File: src/rtl/inst_fetch_queue_if.sv
// Fetch-queue handshake bundle: instruction-memory request port, redirect input
// and the decoder-facing FIFO head port.
interface inst_fetch_queue_if;
    logic        mem_req;
    logic [31:0] mem_addr;
    logic        mem_ready;
    logic [31:0] mem_inst;
    logic        redirect;
    logic [31:0] redirect_pc;
    logic        inst_valid;
    logic [31:0] inst_out;
    logic [31:0] inst_pc;
    logic        inst_ready;

    modport master (
        output mem_req, mem_addr, inst_valid, inst_out, inst_pc,
        input  mem_ready, mem_inst, redirect, redirect_pc, inst_ready
    );

    modport slave (
        input  mem_req, mem_addr, inst_valid, inst_out, inst_pc,
        output mem_ready, mem_inst, redirect, redirect_pc, inst_ready
    );
endinterface

File: src/rtl/inst_fetch_queue.sv
// Instruction fetch stage: one-outstanding word fetches into a DEPTH-entry {pc, inst}
// FIFO drained by decode; redirect flushes the FIFO and squashes the in-flight fetch.
module inst_fetch_queue #(
    parameter int unsigned DEPTH    = 8,
    parameter logic [31:0] RESET_PC = 32'h0
) (
    input  logic               clk,
    input  logic               rst_n,
    inst_fetch_queue_if.master bus
);
    localparam int unsigned PW = $clog2(DEPTH);
    localparam int unsigned CW = $clog2(DEPTH + 1);
    localparam logic [CW:0] DEPTH_C = (CW+1)'(DEPTH);

    typedef enum logic [1:0] {
        IDLE    = 2'd0,
        REQ     = 2'd1,
        DISCARD = 2'd2
    } state_t;

    state_t        state_q, state_d;
    logic [31:0]   pc_q, pc_d;
    logic [31:0]   mem_addr_q, mem_addr_d;
    logic [CW-1:0] count_q, count_d;
    logic [PW-1:0] wr_ptr_q, wr_ptr_d;
    logic [PW-1:0] rd_ptr_q, rd_ptr_d;
    logic [31:0]   fifo_pc_q   [DEPTH];
    logic [31:0]   fifo_inst_q [DEPTH];
    logic          push;
    logic          pop;
    logic [CW:0]   count_nx;

    assign bus.mem_req    = (state_q != IDLE);
    assign bus.mem_addr   = mem_addr_q;
    assign bus.inst_valid = (count_q != '0);
    assign bus.inst_out   = fifo_inst_q[rd_ptr_q];
    assign bus.inst_pc    = fifo_pc_q[rd_ptr_q];

    always_comb begin
        pop        = bus.inst_valid & bus.inst_ready & ~bus.redirect;
        push       = (state_q == REQ) & bus.mem_ready & ~bus.redirect;
        count_nx   = {1'b0, count_q} + (CW+1)'(push) - (CW+1)'(pop);
        state_d    = state_q;
        pc_d       = pc_q;
        mem_addr_d = mem_addr_q;

        case (state_q)
            IDLE: begin
                if (!bus.redirect && count_nx < DEPTH_C) begin
                    state_d    = REQ;
                    mem_addr_d = pc_q;
                end
            end
            REQ: begin
                if (bus.redirect) begin
                    // a response still owed must be swallowed before refetching
                    state_d = bus.mem_ready ? IDLE : DISCARD;
                end else if (bus.mem_ready) begin
                    pc_d = pc_q + 32'd4;
                    if (count_nx < DEPTH_C) begin
                        mem_addr_d = pc_q + 32'd4;
                    end else begin
                        state_d = IDLE;
                    end
                end
            end
            DISCARD: begin
                if (bus.mem_ready) begin
                    state_d = IDLE;
                end
            end
            default: state_d = IDLE;
        endcase

        if (bus.redirect) begin
            pc_d     = bus.redirect_pc;
            count_d  = '0;
            wr_ptr_d = '0;
            rd_ptr_d = '0;
        end else begin
            count_d  = count_nx[CW-1:0];
            wr_ptr_d = wr_ptr_q + PW'(push);
            rd_ptr_d = rd_ptr_q + PW'(pop);
        end
    end

    always_ff @(posedge clk or negedge rst_n) begin
        if (!rst_n) begin
            state_q    <= IDLE;
            pc_q       <= RESET_PC;
            mem_addr_q <= '0;
            count_q    <= '0;
            wr_ptr_q   <= '0;
            rd_ptr_q   <= '0;
        end else begin
            state_q    <= state_d;
            pc_q       <= pc_d;
            mem_addr_q <= mem_addr_d;
            count_q    <= count_d;
            wr_ptr_q   <= wr_ptr_d;
            rd_ptr_q   <= rd_ptr_d;
        end
    end

    always_ff @(posedge clk) begin
        if (push) begin
            fifo_pc_q[wr_ptr_q]   <= pc_q;
            fifo_inst_q[wr_ptr_q] <= bus.mem_inst;
        end
    end
endmodule

File: src/flat_wrapper.sv
// flat-port wrapper written by rule: the top's interface ports become plain ports
module inst_fetch_queue_flat 
#(
    parameter int unsigned DEPTH    = 8,
    parameter logic [31:0] RESET_PC = 32'h0
)
  (clk, rst_n, bus_mem_req, bus_mem_addr, bus_inst_valid, bus_inst_out, bus_inst_pc, bus_mem_ready, bus_mem_inst, bus_redirect, bus_redirect_pc, bus_inst_ready);
  inst_fetch_queue_if bus_i ();
  input  logic clk;
  input  logic rst_n;
  output wire logic [$bits(bus_i.mem_req)-1:0] bus_mem_req;
  output wire logic [$bits(bus_i.mem_addr)-1:0] bus_mem_addr;
  output wire logic [$bits(bus_i.inst_valid)-1:0] bus_inst_valid;
  output wire logic [$bits(bus_i.inst_out)-1:0] bus_inst_out;
  output wire logic [$bits(bus_i.inst_pc)-1:0] bus_inst_pc;
  input wire logic [$bits(bus_i.mem_ready)-1:0] bus_mem_ready;
  input wire logic [$bits(bus_i.mem_inst)-1:0] bus_mem_inst;
  input wire logic [$bits(bus_i.redirect)-1:0] bus_redirect;
  input wire logic [$bits(bus_i.redirect_pc)-1:0] bus_redirect_pc;
  input wire logic [$bits(bus_i.inst_ready)-1:0] bus_inst_ready;
  assign bus_mem_req = bus_i.mem_req;
  assign bus_mem_addr = bus_i.mem_addr;
  assign bus_inst_valid = bus_i.inst_valid;
  assign bus_inst_out = bus_i.inst_out;
  assign bus_inst_pc = bus_i.inst_pc;
  assign bus_i.mem_ready = bus_mem_ready;
  assign bus_i.mem_inst = bus_mem_inst;
  assign bus_i.redirect = bus_redirect;
  assign bus_i.redirect_pc = bus_redirect_pc;
  assign bus_i.inst_ready = bus_inst_ready;
  inst_fetch_queue #(.DEPTH(DEPTH), .RESET_PC(RESET_PC)) u_core (.clk(clk), .rst_n(rst_n), .bus(bus_i));
endmodule
File: config.mk
export PLATFORM = sky130hd
export DESIGN_NAME = inst_fetch_queue_flat
export DESIGN_NICKNAME = d
export VERILOG_FILES = /design/src/rtl/inst_fetch_queue_if.sv /design/src/rtl/inst_fetch_queue.sv /design/src/flat_wrapper.sv
export SDC_FILE = /design/constraint.sdc
export NUM_CORES = 1
export LEC_CHECK = 0
export CAP_MARGIN = 15
export CORE_UTILIZATION = 63
export CTS_CLUSTER_DIAMETER = 200
export DETAILED_ROUTE_END_ITERATION = 10
export PLACE_DENSITY = 0.85
export SLEW_MARGIN = 20
export SYNTH_ARGS = -nofsm -noshare
export SYNTH_HDL_FRONTEND = slang
export SYNTH_SLANG_ARGS = --single-unit
export TNS_END_PERCENT = 100
File: constraint.sdc
create_clock -name clk -period 12.7 [get_ports clk]
set_clock_uncertainty 0.2 [all_clocks]
set_input_delay 1.905 -clock clk [delete_from_list [all_inputs] [get_ports clk]]
set_output_delay 1.905 -clock clk [all_outputs]
set_load 0.01 [all_outputs]
==> results_dict.tcl <==
set metrics [dict create \
    grt.overflow.total 0 \
    design_area_sq_um 27300 \
    final_cell_mix "512 x edfxtp_1, 164 x clkdlybuf4s50_1, 128 x mux4_2, 99 x mux2_2, 73 x dfrtp_1" \
    clk_latency_ns 0.57 \
    cp_max_fo 70 \
    setup_viol 0 \
    cts-buffers-inserted 55 \
    synth_top_area_frac 0.6552 \
    fmax_mhz 167.0 \
    die_w_um 195.0 \
    cts_tree "yes" \
    peakVddDrop_uv 133.4 \
    tns_ns 0 \
    drive_gt1_frac 0.2518 \
    dp_hpwl_um 26780 \
    ys_seq_area_frac 0.7363 \
    rows 70 \
    syn-num-nets 1251 \
    synthesis.area_sq_um 23470 \
    min-delay-start "u_core.bus.mem_addr[16]" \
    seq_area_sq_um 17290 \
    ant_nets 0 \
    drc_errors 0 \
    synth.distinct_cells 41 \
    post_cts_buffers 0 \
    clockBufferDepth 3 \
    io_pins 167 \
    nNetsFinal 1424 \
    hold_path_end "u_core.bus.mem_addr[16]" \
    crit_arrival_ns 3.88 \
    crit_type "reg2out" \
    worstMarginPinSlew_ns 1.160 \
    area_growth_pct 16.34 \
    place.gp.congestion 0.8117 \
    cts_sinks 588 \
    async_flop_share 0.1293 \
    r2r_start "u_core.state_q[1]" \
    htreeDepth 2 \
    layout.cells.non_filler 1854 \
    ctsResizeCount 0 \
    internal-power_mw 3.514 \
    synth.avg_cell_area_sq_um 20.06 \
    leakage_nw 8.833 \
    power_density_nw_per_um2 169.7 \
    slew_violations 0 \
    combPwrFrac 0.166 \
    seqPwrFrac 0.499 \
    reg2reg_slack_ns 8.80 \
    crit_path_start_kind "flop" \
    place_area_sq_um 25600 \
    rsz0062_at_grt "false" \
    synth_top_cell_by_area "edfxtp_1" \
    grt_pass1_vias 12569 \
    min_delay_path_depth 1 \
    ff2ff_path_depth 11 \
    timing.rr.end "u_core.bus.mem_addr[27]" \
    antennaDiodeCount 0 \
    route.vias.total 11853 \
    worstSetupEndpointType "output port" \
    synthTopCellsByArea "edfxtp_1 66%, mux4_2 12%, dfrtp_1 8.1%" \
    dr.pass1.iters 6 \
    slew_headroom 0.2268 \
    hold_class "reg2reg" \
    final_common_cell "edfxtp_1" \
    hold_violations 0 \
    grt_first_pass_wirelength_um 75710 \
    max_cap_violations 0 \
    die-area_sq_um 38020 \
    syn_inst 1170 \
    ctsHoldBuffers 0 \
    grtUsageTotal 0.2699 \
    switching_power_mw 1.120 \
    nFillCells 1962 \
    ys.flop_type "edfxtp_1" \
    wl_per_cell_um 26.89 \
    initial_core_util 0.6409 \
    synth-edff-count 512 \
    core_area_sq_um 36610 \
    grt_max_degree 77 \
    placed_cells 1754 \
    swShare 0.2417 \
    pwr-share-clk 0.335 \
    root_buffer "clkbuf_16" \
    path_clk_slew_ns 0.06 \
    finalCritPeriodShare 0.4715 \
    portBuffers 166 \
    viasPerCell 6.393 \
    die_h_um 195.0 \
    multi_input_area_sq_um 5917 \
    status "finished clean" \
    antenna_found_initial 0 \
    drt_iter0_drc 1251 \
    fin_crit_ns 5.988 \
    ys_seq_elements 588 \
    drt_wl_total_um 49860 \
    cp.required_ns 10.60 \
    yosys_warnings 0 \
]
-- layer usage --
layer,wire length [um],up-vias,track usage
met4,1358,0,0.08486
met2,24680,555,0.4376
met5,0,-,0
met1,20380,6171,0.3843
met3,3442,101,0.04352
li1,-,5026,-
-- critical path, cell delays in order (launching register included) --
cell	delay, ns
dfrtp_4	1.10
buf_4	0.83
mux4_2	0.46
mux2_2	0.29
clkdlybuf4s50_1	0.54
-- synthesized netlist by cell type, types with 18 or more instances --
cell	n
nor2_1	20
buf_2	30
nand2_1	59
nand4_1	18
dfrtp_1	76
nand3_1	22
mux2_2	99
mux4_2	128
xor2_1	30
edfxtp_1	512
clkbuf_1	30
o21ai_0	27
xnor2_1	32
-- sequential cells by signal, summed over array words and instances, names as in the netlist --
| register | count |
|---|---|
| u_core.state_q | 2 |
| u_core.rd_ptr_q | 3 |
| u_core.fifo_pc_q | 256 |
| u_core.bus.mem_addr | 32 |
| u_core.fifo_inst_q | 256 |
| u_core.count_q | 4 |
| u_core.wr_ptr_q | 3 |
| u_core.pc_q | 32 |
-- worst max path at each step --
| stage | startpoint | to |
|---|---|---|
| after global routing | u_core.rd_ptr_q[0] | bus_inst_pc[13] |
| after detailed placement | bus_mem_ready | u_core.bus.mem_addr[29] |
| final | u_core.rd_ptr_q[1] | bus_inst_pc[13] |
| after floorplan | bus_mem_ready | u_core.fifo_inst_q[0][0] |
| after global placement | u_core.rd_ptr_q[0] | bus_inst_pc[7] |
| after CTS | u_core.rd_ptr_q[0] | bus_inst_pc[13] |
-- through the flow --
step | hold slack, ns | util | setup WS (ns) | total power [mW]
finish | 0.3124 | 0.7457 | 6.712 | 4.633
global placement | 0.2962 | 0.6992 | 7.043 | 3.096
global route | 0.3352 | 0.7457 | 6.515 | 4.787
floorplan | 0.2912 | - | 4.995 | 2.783
CTS | 0.3164 | 0.7456 | 6.382 | 4.658
detailed placement | 0.2949 | 0.6992 | 6.948 | 3.109
-- layout make-up --
cell class,count,share of cell area
clock buffers,67,0.05436
clock inverters,33,0.007837
inverters,9,0.001237
multi-input cells,507,0.2167
flip-flops and latches,588,0.6333
well taps,468,0.02145
repair buffers,182,0.06513
-- power by group through the flow --
stage	Sequential (mW)	Clock (mW)	Combinational (mW)
2_1_floorplan	2.31	0	0.471
3_3_place_gp	2.34	0	0.751
3_5_place_dp	2.35	0	0.762
4_1_cts	2.31	1.57	0.776
5_1_grt	2.32	1.64	0.819
6_report	2.31	1.55	0.769
-- cells by family after synthesis --
| kind of cell | count (synthesis) | share of synthesized area |
|---|---|---|
| simple gates | 170 | 0.04132 |
| xor+xnor | 62 | 0.02314 |
| mux | 229 | 0.1712 |
| fa+ha+maj | 12 | 0.006719 |
| buf+inv | 75 | 0.01392 |
| compound gates | 34 | 0.007412 |
| flops | 588 | 0.7363 |
(Power assumes the default switching activity.)
